## src/rtl/led_pwm_axi_if.sv

```systemverilog
// AXI4 burst slave bundle for the LED PWM block: write address/data/response and read address/data.
// Signals keep their bus names so the slave modport matches the usual AXI slave pinout.
interface led_pwm_axi_if #(
    parameter int ADDR_W = 6
);
    logic [ADDR_W-1:0] s_axi_awaddr;
    logic [7:0]        s_axi_awlen;
    logic              s_axi_awvalid;
    logic              s_axi_awready;
    logic [31:0]       s_axi_wdata;
    logic [3:0]        s_axi_wstrb;
    logic              s_axi_wlast;
    logic              s_axi_wvalid;
    logic              s_axi_wready;
    logic [1:0]        s_axi_bresp;
    logic              s_axi_bvalid;
    logic              s_axi_bready;
    logic [ADDR_W-1:0] s_axi_araddr;
    logic [7:0]        s_axi_arlen;
    logic              s_axi_arvalid;
    logic              s_axi_arready;
    logic [31:0]       s_axi_rdata;
    logic [1:0]        s_axi_rresp;
    logic              s_axi_rlast;
    logic              s_axi_rvalid;
    logic              s_axi_rready;

    modport slave (
        input  s_axi_awaddr, s_axi_awlen, s_axi_awvalid,
        input  s_axi_wdata, s_axi_wstrb, s_axi_wlast, s_axi_wvalid,
        input  s_axi_bready,
        input  s_axi_araddr, s_axi_arlen, s_axi_arvalid,
        input  s_axi_rready,
        output s_axi_awready, s_axi_wready, s_axi_bresp, s_axi_bvalid,
        output s_axi_arready, s_axi_rdata, s_axi_rresp, s_axi_rlast, s_axi_rvalid
    );

    modport master (
        output s_axi_awaddr, s_axi_awlen, s_axi_awvalid,
        output s_axi_wdata, s_axi_wstrb, s_axi_wlast, s_axi_wvalid,
        output s_axi_bready,
        output s_axi_araddr, s_axi_arlen, s_axi_arvalid,
        output s_axi_rready,
        input  s_axi_awready, s_axi_wready, s_axi_bresp, s_axi_bvalid,
        input  s_axi_arready, s_axi_rdata, s_axi_rresp, s_axi_rlast, s_axi_rvalid
    );
endinterface

```

## src/rtl/led_pwm_axi.sv

```systemverilog
// Multi-channel LED PWM with an AXI4 INCR burst register port (CTRL, per-channel DUTY).
// Reads return the first beat 1 cycle after AR, writes land 1 cycle after W; rready/bready stalls hold the FSMs.
module led_pwm_axi #(
    parameter int NUM_CH = 8,
    parameter int PWM_W  = 8,
    parameter int ADDR_W = 6
) (
    input  logic              ACLK,
    input  logic              ARESETN,
    led_pwm_axi_if.slave      s_axi,
    output logic [NUM_CH-1:0] led_o
);

    localparam int WA_W = ADDR_W - 2;
    localparam logic [PWM_W-1:0] CNT_MAX = PWM_W'((1 << PWM_W) - 2);

    typedef enum logic [1:0] {
        W_IDLE = 2'd0,
        W_DATA = 2'd1,
        W_RESP = 2'd2
    } wstate_t;

    typedef enum logic {
        R_IDLE = 1'b0,
        R_DATA = 1'b1
    } rstate_t;

    // ready outputs stay low until the first clock after reset release
    logic armed;

    always_ff @(posedge ACLK or negedge ARESETN) begin
        if (!ARESETN) armed <= 1'b0;
        else          armed <= 1'b1;
    end

    // ---------------- write channel ----------------
    wstate_t         w_state, w_next;
    logic            awready, wready, bvalid;
    logic            aw_hs, w_hs;
    logic [WA_W-1:0] w_addr;
    logic [7:0]      w_len, w_beat;
    logic            wr_vld;
    logic [WA_W-1:0] wr_idx;
    logic [23:0]     wr_dat;
    logic [2:0]      wr_strb;

    assign aw_hs = s_axi.s_axi_awvalid && awready;
    assign w_hs  = s_axi.s_axi_wvalid && wready;

    always_ff @(posedge ACLK or negedge ARESETN) begin
        if (!ARESETN) w_state <= W_IDLE;
        else          w_state <= w_next;
    end

    always_comb begin
        w_next = w_state;
        case (w_state)
            W_IDLE:  if (aw_hs) w_next = W_DATA;
            W_DATA:  if (w_hs && (w_beat == w_len)) w_next = W_RESP;
            W_RESP:  if (s_axi.s_axi_bready) w_next = W_IDLE;
            default: w_next = W_IDLE;
        endcase
    end

    always_comb begin
        awready = 1'b0;
        wready  = 1'b0;
        bvalid  = 1'b0;
        case (w_state)
            W_IDLE:  awready = armed;
            W_DATA:  wready  = 1'b1;
            W_RESP:  bvalid  = 1'b1;
            default: ;
        endcase
    end

    // beat count, not wlast, decides when the burst ends
    always_ff @(posedge ACLK or negedge ARESETN) begin
        if (!ARESETN) begin
            w_addr  <= '0;
            w_len   <= '0;
            w_beat  <= '0;
            wr_vld  <= 1'b0;
            wr_idx  <= '0;
            wr_dat  <= '0;
            wr_strb <= '0;
        end else begin
            if (aw_hs) begin
                w_addr <= s_axi.s_axi_awaddr[ADDR_W-1:2];
                w_len  <= s_axi.s_axi_awlen;
                w_beat <= '0;
            end else if (w_hs) begin
                w_addr <= w_addr + WA_W'(1);
                w_beat <= w_beat + 8'd1;
            end
            wr_vld <= w_hs;
            if (w_hs) begin
                wr_idx  <= w_addr;
                wr_dat  <= s_axi.s_axi_wdata[23:0];
                wr_strb <= s_axi.s_axi_wstrb[2:0];
            end
        end
    end

    // ---------------- register file ----------------
    logic             ctrl_en;
    logic [15:0]      presc;
    logic [PWM_W-1:0] duty_sh  [NUM_CH];
    logic [PWM_W-1:0] duty_act [NUM_CH];
    logic [PWM_W-1:0] duty_mask;

    assign duty_mask = PWM_W'({{8{wr_strb[1]}}, {8{wr_strb[0]}}});

    always_ff @(posedge ACLK or negedge ARESETN) begin
        if (!ARESETN) begin
            ctrl_en <= 1'b0;
            presc   <= '0;
            for (int k = 0; k < NUM_CH; k++) duty_sh[k] <= '0;
        end else if (wr_vld) begin
            if (wr_idx == '0) begin
                if (wr_strb[0]) ctrl_en     <= wr_dat[0];
                if (wr_strb[1]) presc[7:0]  <= wr_dat[15:8];
                if (wr_strb[2]) presc[15:8] <= wr_dat[23:16];
            end
            for (int k = 0; k < NUM_CH; k++) begin
                if (wr_idx == WA_W'(k + 2))
                    duty_sh[k] <= (duty_sh[k] & ~duty_mask) | (wr_dat[PWM_W-1:0] & duty_mask);
            end
        end
    end

    // ---------------- read channel ----------------
    rstate_t         r_state, r_next;
    logic            arready, rvalid;
    logic            ar_hs, r_hs;
    logic [WA_W-1:0] r_addr, rd_sel;
    logic [7:0]      r_len, r_beat;
    logic [31:0]     r_dat, rd_mux;
    logic            r_last;

    assign ar_hs = s_axi.s_axi_arvalid && arready;
    assign r_hs  = rvalid && s_axi.s_axi_rready;

    always_ff @(posedge ACLK or negedge ARESETN) begin
        if (!ARESETN) r_state <= R_IDLE;
        else          r_state <= r_next;
    end

    always_comb begin
        r_next = r_state;
        case (r_state)
            R_IDLE:  if (ar_hs) r_next = R_DATA;
            R_DATA:  if (r_hs && r_last) r_next = R_IDLE;
            default: r_next = R_IDLE;
        endcase
    end

    always_comb begin
        arready = 1'b0;
        rvalid  = 1'b0;
        case (r_state)
            R_IDLE:  arready = armed;
            R_DATA:  rvalid  = 1'b1;
            default: ;
        endcase
    end

    // in IDLE the mux looks at the incoming AR address, in DATA at the next beat
    assign rd_sel = (r_state == R_IDLE) ? s_axi.s_axi_araddr[ADDR_W-1:2] : r_addr + WA_W'(1);

    always_comb begin
        rd_mux = '0;
        if (rd_sel == '0) rd_mux = {8'h00, presc, 7'h00, ctrl_en};
        for (int k = 0; k < NUM_CH; k++) begin
            if (rd_sel == WA_W'(k + 2)) rd_mux = 32'(duty_sh[k]);
        end
    end

    always_ff @(posedge ACLK or negedge ARESETN) begin
        if (!ARESETN) begin
            r_addr <= '0;
            r_len  <= '0;
            r_beat <= '0;
            r_dat  <= '0;
            r_last <= 1'b0;
        end else if (ar_hs) begin
            r_addr <= s_axi.s_axi_araddr[ADDR_W-1:2];
            r_len  <= s_axi.s_axi_arlen;
            r_beat <= '0;
            r_dat  <= rd_mux;
            r_last <= (s_axi.s_axi_arlen == 8'd0);
        end else if (r_hs) begin
            if (r_last) begin
                r_last <= 1'b0;
            end else begin
                r_addr <= r_addr + WA_W'(1);
                r_beat <= r_beat + 8'd1;
                r_dat  <= rd_mux;
                r_last <= ((r_beat + 8'd1) == r_len);
            end
        end
    end

    // ---------------- PWM engine ----------------
    logic [15:0]      pre_cnt;
    logic [PWM_W-1:0] pwm_cnt;
    logic             tick, wrap;

    assign tick = ctrl_en && (pre_cnt == presc);
    assign wrap = tick && (pwm_cnt == CNT_MAX);

    // shadow duties reach the comparator only at a period boundary so a period is never torn
    always_ff @(posedge ACLK or negedge ARESETN) begin
        if (!ARESETN) begin
            pre_cnt <= '0;
            pwm_cnt <= '0;
            led_o   <= '0;
            for (int k = 0; k < NUM_CH; k++) duty_act[k] <= '0;
        end else begin
            if (!ctrl_en || tick) pre_cnt <= '0;
            else                  pre_cnt <= pre_cnt + 16'd1;

            if (!ctrl_en || wrap) pwm_cnt <= '0;
            else if (tick)        pwm_cnt <= pwm_cnt + PWM_W'(1);

            for (int k = 0; k < NUM_CH; k++) begin
                if (!ctrl_en || wrap) duty_act[k] <= duty_sh[k];
                led_o[k] <= ctrl_en && (pwm_cnt < duty_act[k]);
            end
        end
    end

    assign s_axi.s_axi_awready = awready;
    assign s_axi.s_axi_wready  = wready;
    assign s_axi.s_axi_bvalid  = bvalid;
    assign s_axi.s_axi_bresp   = 2'b00;
    assign s_axi.s_axi_arready = arready;
    assign s_axi.s_axi_rvalid  = rvalid;
    assign s_axi.s_axi_rdata   = r_dat;
    assign s_axi.s_axi_rlast   = r_last;
    assign s_axi.s_axi_rresp   = 2'b00;

    logic unused_bits;
    assign unused_bits = ^{s_axi.s_axi_awaddr[1:0], s_axi.s_axi_araddr[1:0],
                           s_axi.s_axi_wdata[31:24], s_axi.s_axi_wstrb[3], s_axi.s_axi_wlast};

endmodule
```

## src/flat_wrapper.sv

```systemverilog
// flat-port wrapper written by rule: the top's interface ports become plain ports
module led_pwm_axi_flat 
#(
    parameter int NUM_CH = 8,
    parameter int PWM_W  = 8,
    parameter int ADDR_W = 6
)
  (ACLK, ARESETN, led_o, s_axi_s_axi_awaddr, s_axi_s_axi_awlen, s_axi_s_axi_awvalid, s_axi_s_axi_wdata, s_axi_s_axi_wstrb, s_axi_s_axi_wlast, s_axi_s_axi_wvalid, s_axi_s_axi_bready, s_axi_s_axi_araddr, s_axi_s_axi_arlen, s_axi_s_axi_arvalid, s_axi_s_axi_rready, s_axi_s_axi_awready, s_axi_s_axi_wready, s_axi_s_axi_bresp, s_axi_s_axi_bvalid, s_axi_s_axi_arready, s_axi_s_axi_rdata, s_axi_s_axi_rresp, s_axi_s_axi_rlast, s_axi_s_axi_rvalid);
  led_pwm_axi_if #(.ADDR_W(ADDR_W)) s_axi_i ();
  input  logic ACLK;
  input  logic ARESETN;
  output logic [NUM_CH-1:0] led_o;
  input wire logic [$bits(s_axi_i.s_axi_awaddr)-1:0] s_axi_s_axi_awaddr;
  input wire logic [$bits(s_axi_i.s_axi_awlen)-1:0] s_axi_s_axi_awlen;
  input wire logic [$bits(s_axi_i.s_axi_awvalid)-1:0] s_axi_s_axi_awvalid;
  input wire logic [$bits(s_axi_i.s_axi_wdata)-1:0] s_axi_s_axi_wdata;
  input wire logic [$bits(s_axi_i.s_axi_wstrb)-1:0] s_axi_s_axi_wstrb;
  input wire logic [$bits(s_axi_i.s_axi_wlast)-1:0] s_axi_s_axi_wlast;
  input wire logic [$bits(s_axi_i.s_axi_wvalid)-1:0] s_axi_s_axi_wvalid;
  input wire logic [$bits(s_axi_i.s_axi_bready)-1:0] s_axi_s_axi_bready;
  input wire logic [$bits(s_axi_i.s_axi_araddr)-1:0] s_axi_s_axi_araddr;
  input wire logic [$bits(s_axi_i.s_axi_arlen)-1:0] s_axi_s_axi_arlen;
  input wire logic [$bits(s_axi_i.s_axi_arvalid)-1:0] s_axi_s_axi_arvalid;
  input wire logic [$bits(s_axi_i.s_axi_rready)-1:0] s_axi_s_axi_rready;
  output wire logic [$bits(s_axi_i.s_axi_awready)-1:0] s_axi_s_axi_awready;
  output wire logic [$bits(s_axi_i.s_axi_wready)-1:0] s_axi_s_axi_wready;
  output wire logic [$bits(s_axi_i.s_axi_bresp)-1:0] s_axi_s_axi_bresp;
  output wire logic [$bits(s_axi_i.s_axi_bvalid)-1:0] s_axi_s_axi_bvalid;
  output wire logic [$bits(s_axi_i.s_axi_arready)-1:0] s_axi_s_axi_arready;
  output wire logic [$bits(s_axi_i.s_axi_rdata)-1:0] s_axi_s_axi_rdata;
  output wire logic [$bits(s_axi_i.s_axi_rresp)-1:0] s_axi_s_axi_rresp;
  output wire logic [$bits(s_axi_i.s_axi_rlast)-1:0] s_axi_s_axi_rlast;
  output wire logic [$bits(s_axi_i.s_axi_rvalid)-1:0] s_axi_s_axi_rvalid;
  assign s_axi_i.s_axi_awaddr = s_axi_s_axi_awaddr;
  assign s_axi_i.s_axi_awlen = s_axi_s_axi_awlen;
  assign s_axi_i.s_axi_awvalid = s_axi_s_axi_awvalid;
  assign s_axi_i.s_axi_wdata = s_axi_s_axi_wdata;
  assign s_axi_i.s_axi_wstrb = s_axi_s_axi_wstrb;
  assign s_axi_i.s_axi_wlast = s_axi_s_axi_wlast;
  assign s_axi_i.s_axi_wvalid = s_axi_s_axi_wvalid;
  assign s_axi_i.s_axi_bready = s_axi_s_axi_bready;
  assign s_axi_i.s_axi_araddr = s_axi_s_axi_araddr;
  assign s_axi_i.s_axi_arlen = s_axi_s_axi_arlen;
  assign s_axi_i.s_axi_arvalid = s_axi_s_axi_arvalid;
  assign s_axi_i.s_axi_rready = s_axi_s_axi_rready;
  assign s_axi_s_axi_awready = s_axi_i.s_axi_awready;
  assign s_axi_s_axi_wready = s_axi_i.s_axi_wready;
  assign s_axi_s_axi_bresp = s_axi_i.s_axi_bresp;
  assign s_axi_s_axi_bvalid = s_axi_i.s_axi_bvalid;
  assign s_axi_s_axi_arready = s_axi_i.s_axi_arready;
  assign s_axi_s_axi_rdata = s_axi_i.s_axi_rdata;
  assign s_axi_s_axi_rresp = s_axi_i.s_axi_rresp;
  assign s_axi_s_axi_rlast = s_axi_i.s_axi_rlast;
  assign s_axi_s_axi_rvalid = s_axi_i.s_axi_rvalid;
  led_pwm_axi #(.NUM_CH(NUM_CH), .PWM_W(PWM_W), .ADDR_W(ADDR_W)) u_core (.ACLK(ACLK), .ARESETN(ARESETN), .s_axi(s_axi_i), .led_o(led_o));
endmodule
```

## config.mk

```make
export PLATFORM = sky130hd
export DESIGN_NAME = led_pwm_axi_flat
export DESIGN_NICKNAME = d
export VERILOG_FILES = /design/src/rtl/led_pwm_axi_if.sv /design/src/rtl/led_pwm_axi.sv /design/src/flat_wrapper.sv
export SDC_FILE = /design/constraint.sdc
export NUM_CORES = 1
export LEC_CHECK = 0
export CAP_MARGIN = 20
export CORE_MARGIN = 4
export CORE_UTILIZATION = 47
export DETAILED_ROUTE_END_ITERATION = 16
export DONT_BUFFER_PORTS = 1
export SYNTH_ARGS = -nofsm -noshare
export SYNTH_HDL_FRONTEND = slang
export SYNTH_SLANG_ARGS = --single-unit
```

## constraint.sdc

```tcl
create_clock -name ACLK -period 2.55 [get_ports ACLK]
set_clock_uncertainty 0.1 [all_clocks]
set_input_delay 0.255 -clock ACLK [delete_from_list [all_inputs] [get_ports ACLK]]
set_output_delay 0.255 -clock ACLK [all_outputs]
set_load 0.03 [all_outputs]
```

==> results_dict.tcl, run 1 <==
set metrics [dict create \
    dp_hpwl_mm 22.0 \
    power.total_mw 18.9 \
    syn_area_per_cell_um2 11.5 \
    drt-initial-drc-count 591 \
    p_leak_nw 7.52 \
    routed-wl-met2_mm 15.3 \
    cts_hold_buf 54 \
    hold_viol_final 278 \
    synth_top_family_by_area "multiplexers" \
    drv_slew 0 \
    seqPwrFrac 0.410 \
    setup_ws_ns 0.210 \
    routed_wl_mm 33.3 \
    path_delay_family "compound AO/OA/AOI/OAI gates" \
    cts_buffer_depth 3 \
    n_fill_cell 2482 \
    htreeDepth 2 \
    cp_max_fo 9 \
    pwr-share-comb 0.340 \
    netlist_top_cells_area "dfrtp_1 51%, mux2_2 7.8%, mux2_4 5.9%" \
    io_pins 122 \
    rsz0062_at_grt "no" \
    topRoutingLayerUsed "met4" \
    cts_buffers 34 \
    drive_gt1_frac 0.195 \
    async_reset_ff_frac 1.00 \
    setup_viol 0 \
    die_x_um 179 \
    route.met3.wl_mm 2.08 \
    dpl_worst_slack_ns 0.116 \
    rows 62 \
    clock_latency_ns 0.50 \
    synth_mux_area_frac 0.142 \
    drc 0 \
    startpoint_type "flip-flop" \
    p_int_mw 12.2 \
    worstMarginPinSlew_ns 0.635 \
    via_per_inst 5.49 \
    worst_ir_drop_vdd_mv 0.580 \
    maxCapViolations 0 \
    wl_met1_mm 15.2 \
    port_buffers 0 \
    grt_usage 0.212 \
    post_cts_buffers 0 \
    gp_congestion 0.854 \
    max-slew-margin-rel 0.576 \
    initial_core_util 0.478 \
    ys_warn_count 0 \
    synthAdderAreaFrac 0.0573 \
    status "complete, but fails checks" \
    ys_seq_area_frac 0.506 \
    crit_path_cell_trace "ha_1 > nor2_1 > a22o_1 > a222oi_1 > a2bb2oi_1 > o32ai_1" \
    die-area_mm2 0.0321 \
    netlist.area_leader.share 0.506 \
    p_clk_frac 0.250 \
    cts-root-buf "clkbuf_16" \
    area_delta_synth_final_pct 16.3 \
    clkTransAtPathRegs_ns 0.05 \
    path_buf_inv 0 \
    synthXorXnorAreaFrac 0.0369 \
    switching_share 0.356 \
    yosys.area_share.simple 0.109 \
    critPathMaxStageDelay_ns 0.47 \
    hold_ws_ns -0.650 \
    pwr_density_cell_mw_per_mm2 1180 \
    critPathKind "reg -> reg" \
    crit_arrival_ns 2.60 \
    synth_cells 1200 \
    vias 9325 \
    netSwitchingPower_mw 6.71 \
    timing.final.crit_share 0.917 \
    synth_edf_count 0 \
    dr.pass1.iters 7 \
    end_kind "flip-flop" \
    nets 1428 \
    n_antenna_cell 0 \
    ant_nets 0 \
    antenna_found_initial 1 \
    grt_pass1_wl_mm 52.8 \
    design_area_mm2 0.0160 \
    first_global_vias 9326 \
    violations "negative hold slack" \
    fmax_mhz 427 \
    place_area_mm2 0.0144 \
    cp_slowest_cell "a222oi_1" \
    min_path_type "in -> async" \
    synth_area_mm2 0.0138 \
    period_minus_slack_ns 2.34 \
    crit_required_ns 2.82 \
    ys_ff_latch 278 \
    synth-compound-area-share 0.108 \
    die_h_um 179 \
    grt_max_degree 279 \
    ys_types 70 \
    fin_tns_setup_ns 0 \
    grt_overflow_total 0 \
    synthFlopType "dfrtp_1" \
    fin_util 0.556 \
    cts_tree "built" \
    clock_sinks 278 \
    wire_per_inst_um 19.6 \
    fp.coreArea_mm2 0.0288 \
    yosysTopAreaCell "dfrtp_1" \
]
==> Yosys cell counts, drive strengths merged, types with 3 or more instances <==
library cell and number:
dfrtp 278, nand2 158, mux2 155, inv 69
ha 63, nor2 51, xnor2 38, o21ai 37
clkbuf 30, buf 25, a21oi 22, nand3 20
xor2 20, a21o 18, a22o 18, and3 15
nand2b 14, nand4 13, nor2b 12, a211oi 10
a31oi 10, o21bai 9, a211o 8, o22ai 8
o32ai 8, a221o 7, a221oi 7, a222oi 7
a2bb2oi 7, and2 6, nor3 5, nor4 5
o31ai 5, or3 5, a2111oi 3, a22oi 3
nand3b 3, o41ai 3
==> cells by family (layout without fill, tap and decap cells) <==
family                   count (synthesis)  in the layout
AND/OR/NAND/NOR                        320            320
flip-flops                             278            278
AO/OA/AOI/OAI                          199            199
multiplexers                           156            156
buffers and inverters                  124            226
adder cells (fa/ha/maj)                 63             63
XOR/XNOR                                58             58
other                                    2             13
==> power by group through the flow <==
stage               clock network (mW)  registers, mW  logic, mW
floorplan                            0           7.14       5.08
global placement                     0           7.76       6.18
detailed placement                   0           7.81       6.32
CTS                               4.84           7.74       6.43
global route                      5.03           7.96       7.11
finish                            4.71           7.74       6.42
==> placed cells by master (no fill, tap or decap), types with 8 or more instances in the layout <==
cell	netlist	final
mux2_2	95	95
o21ai_0	34	34
mux2_4	54	54
a211oi_1	10	10
xnor2_1	38	38
o21bai_1	9	9
and3_1	15	14
nor2b_1	12	12
ha_1	63	63
conb_1	2	13
a31oi_1	10	10
a211o_1	8	8
a21oi_1	21	21
inv_1	69	69
nor2_1	50	49
nand4_1	13	13
nand2b_1	14	14
xor2_1	20	20
buf_4	12	45
a21o_1	18	18
a22o_1	18	18
clkbuf_1	30	10
o32ai_1	8	8
dlygate4sd3_1	0	54
clkbuf_16	0	35
o22ai_1	8	8
nand3_1	20	20
dfrtp_1	278	278
nand2_1	157	157
==> metal layers <==
metal / global-route usage / vias to the layer above
li1: - / 4412
met1: 0.299 / 4646
met2: 0.336 / 221
met3: 0.0470 / 46
met4: 0.0501 / 0
met5: 0 / -
==> final cells by class <==
cell class,instances,area (um^2),area share
clock buffers,52,1010,0.0631
clock inverters,4,73.8,0.00461
inverters,69,259,0.0162
multi-input cells,809,6310,0.394
flip-flops and latches,278,6960,0.435
well taps,384,480,0.0300
repair buffers,101,918,0.0574
==> per-stage QoR <==
step	hold slack, ns	std cells
4_1_cts	-0.675	1697
3_5_place_dp	-0.133	1587
3_3_place_gp	-0.133	1587
5_1_grt	-0.670	1697
6_report	-0.650	1697
2_1_floorplan	-0.141	1211
==> final timing paths <==
check | start | to | slack, ns | cells past startpoint
setup reg to reg | u_core.r_addr[0] | u_core.s_axi.s_axi_rdata[6] | 0.21 | 6
max in group asynchronous | ARESETN | u_core.wr_dat[17] | 2.64 | 0
setup / recovery | u_core.r_addr[0] | u_core.s_axi.s_axi_rdata[6] | 0.21 | 6
hold reg to reg | u_core.wr_dat[22] | u_core.wr_dat[22] | 0.37 | 2
hold / removal | ARESETN | u_core.led_o[4] | -0.65 | 0
min in group ACLK | s_axi_s_axi_wvalid | u_core.wr_dat[0] | 0.03 | 4
==> worst reg2reg max path, stage by stage (launching register included) <==
cell	delay (ns)
dfrtp_1	0.39
ha_1	0.40
nor2_1	0.08
a22o_1	0.34
a222oi_1	0.48
a2bb2oi_1	0.30
o32ai_1	0.13
==> repair_timing <==
action                                  4_1_cts  5_1_grt
resized for setup                             0        3
hold endpoints to repair                    332      278
endpoints found under the setup margin        0        3
Note: power is estimated with default switching activity, not from simulation.
==> run 2: changes to the inputs <==
CORE_ASPECT_RATIO = 0.8   (was unset)
CORE_MARGIN = 2   (was 4)
==> results_dict.tcl, run 2 (synthesis gave the netlist of run 1 again) <==
set metrics [dict create \
    drv_slew 0 \
    routed_wl_mm 33.4 \
    worst_ir_drop_vdd_mv 0.817 \
    die_h_um 157 \
    cp_slowest_cell "a2111oi_1" \
    cts_tree "built" \
    hold_ws_ns -0.688 \
    io_pins 122 \
    rsz0062_at_grt "no" \
    power.total_mw 19.0 \
    drt-initial-drc-count 659 \
    cts_buffers 30 \
    path_delay_family "compound AO/OA/AOI/OAI gates" \
    crit_required_ns 2.88 \
    max-slew-margin-rel 0.490 \
    fmax_mhz 417 \
    drive_gt1_frac 0.200 \
    setup_viol 0 \
    first_global_vias 9203 \
    area_delta_synth_final_pct 17.0 \
    design_area_mm2 0.0161 \
    via_per_inst 5.54 \
    cp_max_fo 16 \
    vias 9417 \
    clkTransAtPathRegs_ns 0.06 \
    dr.pass1.iters 5 \
    grt_overflow_total 0 \
    status "complete, but fails checks" \
    grt_max_degree 279 \
    gp_congestion 0.826 \
    p_leak_nw 7.57 \
    drc 0 \
    cts_hold_buf 64 \
    violations "negative hold slack" \
    htreeDepth 1 \
    path_buf_inv 1 \
    cts_buffer_depth 3 \
    grt_pass1_wl_mm 53.3 \
    fin_tns_setup_ns 0 \
    port_buffers 0 \
    wire_per_inst_um 19.7 \
    clock_latency_ns 0.56 \
    crit_arrival_ns 2.73 \
    cts-root-buf "clkbuf_16" \
    timing.final.crit_share 0.941 \
    crit_path_cell_trace "nand3_1 > xor2_1 > a21oi_1 > buf_4 > and3_2 > a2111oi_1 > a211oi_1" \
    final_cell_mix "278 x dfrtp_1, 157 x nand2_1, 95 x mux2_2, 68 x inv_1, 64 x dlygate4sd3_1" \
    clock_sinks 278 \
    dp_hpwl_mm 22.3 \
    pwr_density_cell_mw_per_mm2 1180 \
    initial_core_util 0.473 \
    startpoint_type "flip-flop" \
    min_path_type "in -> async" \
    ff2ff_setup_slack_ns 0.15 \
    worstMarginPinSlew_ns 0.766 \
    antenna_found_initial 0 \
    final_common_cell "dfrtp_1" \
    critPathMaxStageDelay_ns 0.45 \
    place_area_mm2 0.0143 \
    period_minus_slack_ns 2.40 \
    r2r_end "u_core.s_axi.s_axi_rdata[0]" \
    r2r-start "u_core.r_addr[2]" \
    end_kind "flip-flop" \
    grt_usage 0.223 \
    fp.coreArea_mm2 0.0291 \
    hold_viol_final 278 \
    rows 56 \
    die_x_um 195 \
    die-area_mm2 0.0307 \
    nets 1434 \
    critPathKind "reg -> reg" \
    maxCapViolations 0 \
    r2r.worst_path.cells 7 \
    ant_nets 0 \
    fin_util 0.554 \
    n_antenna_cell 0 \
]
## run 2: changes by cell type in the layout (fill, tap and decap cells not counted), moves of 2 or more
cell           delta
bufinv_16         +3
clkinvlp_4        +2
dlygate4sd3_1    +10
clkbuf_8          +2
clkbuf_1          -4
clkinv_2          +3
clkbuf_16         -5
## run 2: cell type report
cell class | count | area (um^2)
clock inverters | 11 | 194
flip-flops and latches | 278 | 6960
well taps | 377 | 472
fillers | 2445 | 13000
inverters | 69 | 263
multi-input cells | 809 | 6310
clock buffers | 45 | 897
repair buffers | 111 | 1010
## run 2: where the power goes
group | total (mW) | internal (mW) | leakage [nW] | switching [mW]
Clock | 4.74 | 2.93 | 0.535 | 1.81
Sequential | 7.78 | 5.92 | 3.66 | 1.87
Combinational | 6.45 | 3.37 | 3.37 | 3.08
Total | 19.0 | 12.2 | 7.57 | 6.76
## run 2: worst max path at each step
stage	start	end	slack (ns)	depth (start not counted)
after floorplan	u_core.w_state[1]	u_core.w_addr[3]	0.07	5
after global routing	u_core.armed	u_core.w_addr[1]	0.002	6
after CTS	u_core.r_addr[0]	u_core.s_axi.s_axi_rdata[0]	0.06	7
after global placement	u_core.r_addr[0]	u_core.s_axi.s_axi_rdata[0]	0.12	6
after detailed placement	u_core.r_addr[0]	u_core.s_axi.s_axi_rdata[0]	0.05	6
final	u_core.r_addr[2]	u_core.s_axi.s_axi_rdata[0]	0.15	7
## run 2: per-stage QoR
stage	setup WS (ns)	instances
2_1_floorplan	0.0658	1211
3_3_place_gp	0.115	1578
3_5_place_dp	0.0486	1578
4_1_cts	0.0551	1698
5_1_grt	0.00236	1700
6_report	0.151	1700
## run 2: routing by layer
layer,up-vias,GRT usage,wire (um)
li1,4435,-,-
met3,41,0.0306,1610
met1,4729,0.351,17100
met5,-,0,0
met4,0,0.0480,673
met2,212,0.326,14100
## run 2: repair_timing
item | in CTS | in global routing
setup buffers | 0 | 2
endpoints found under the setup margin | 0 | 7
gates resized for setup | 0 | 7
endpoints found under the hold margin | 333 | 278
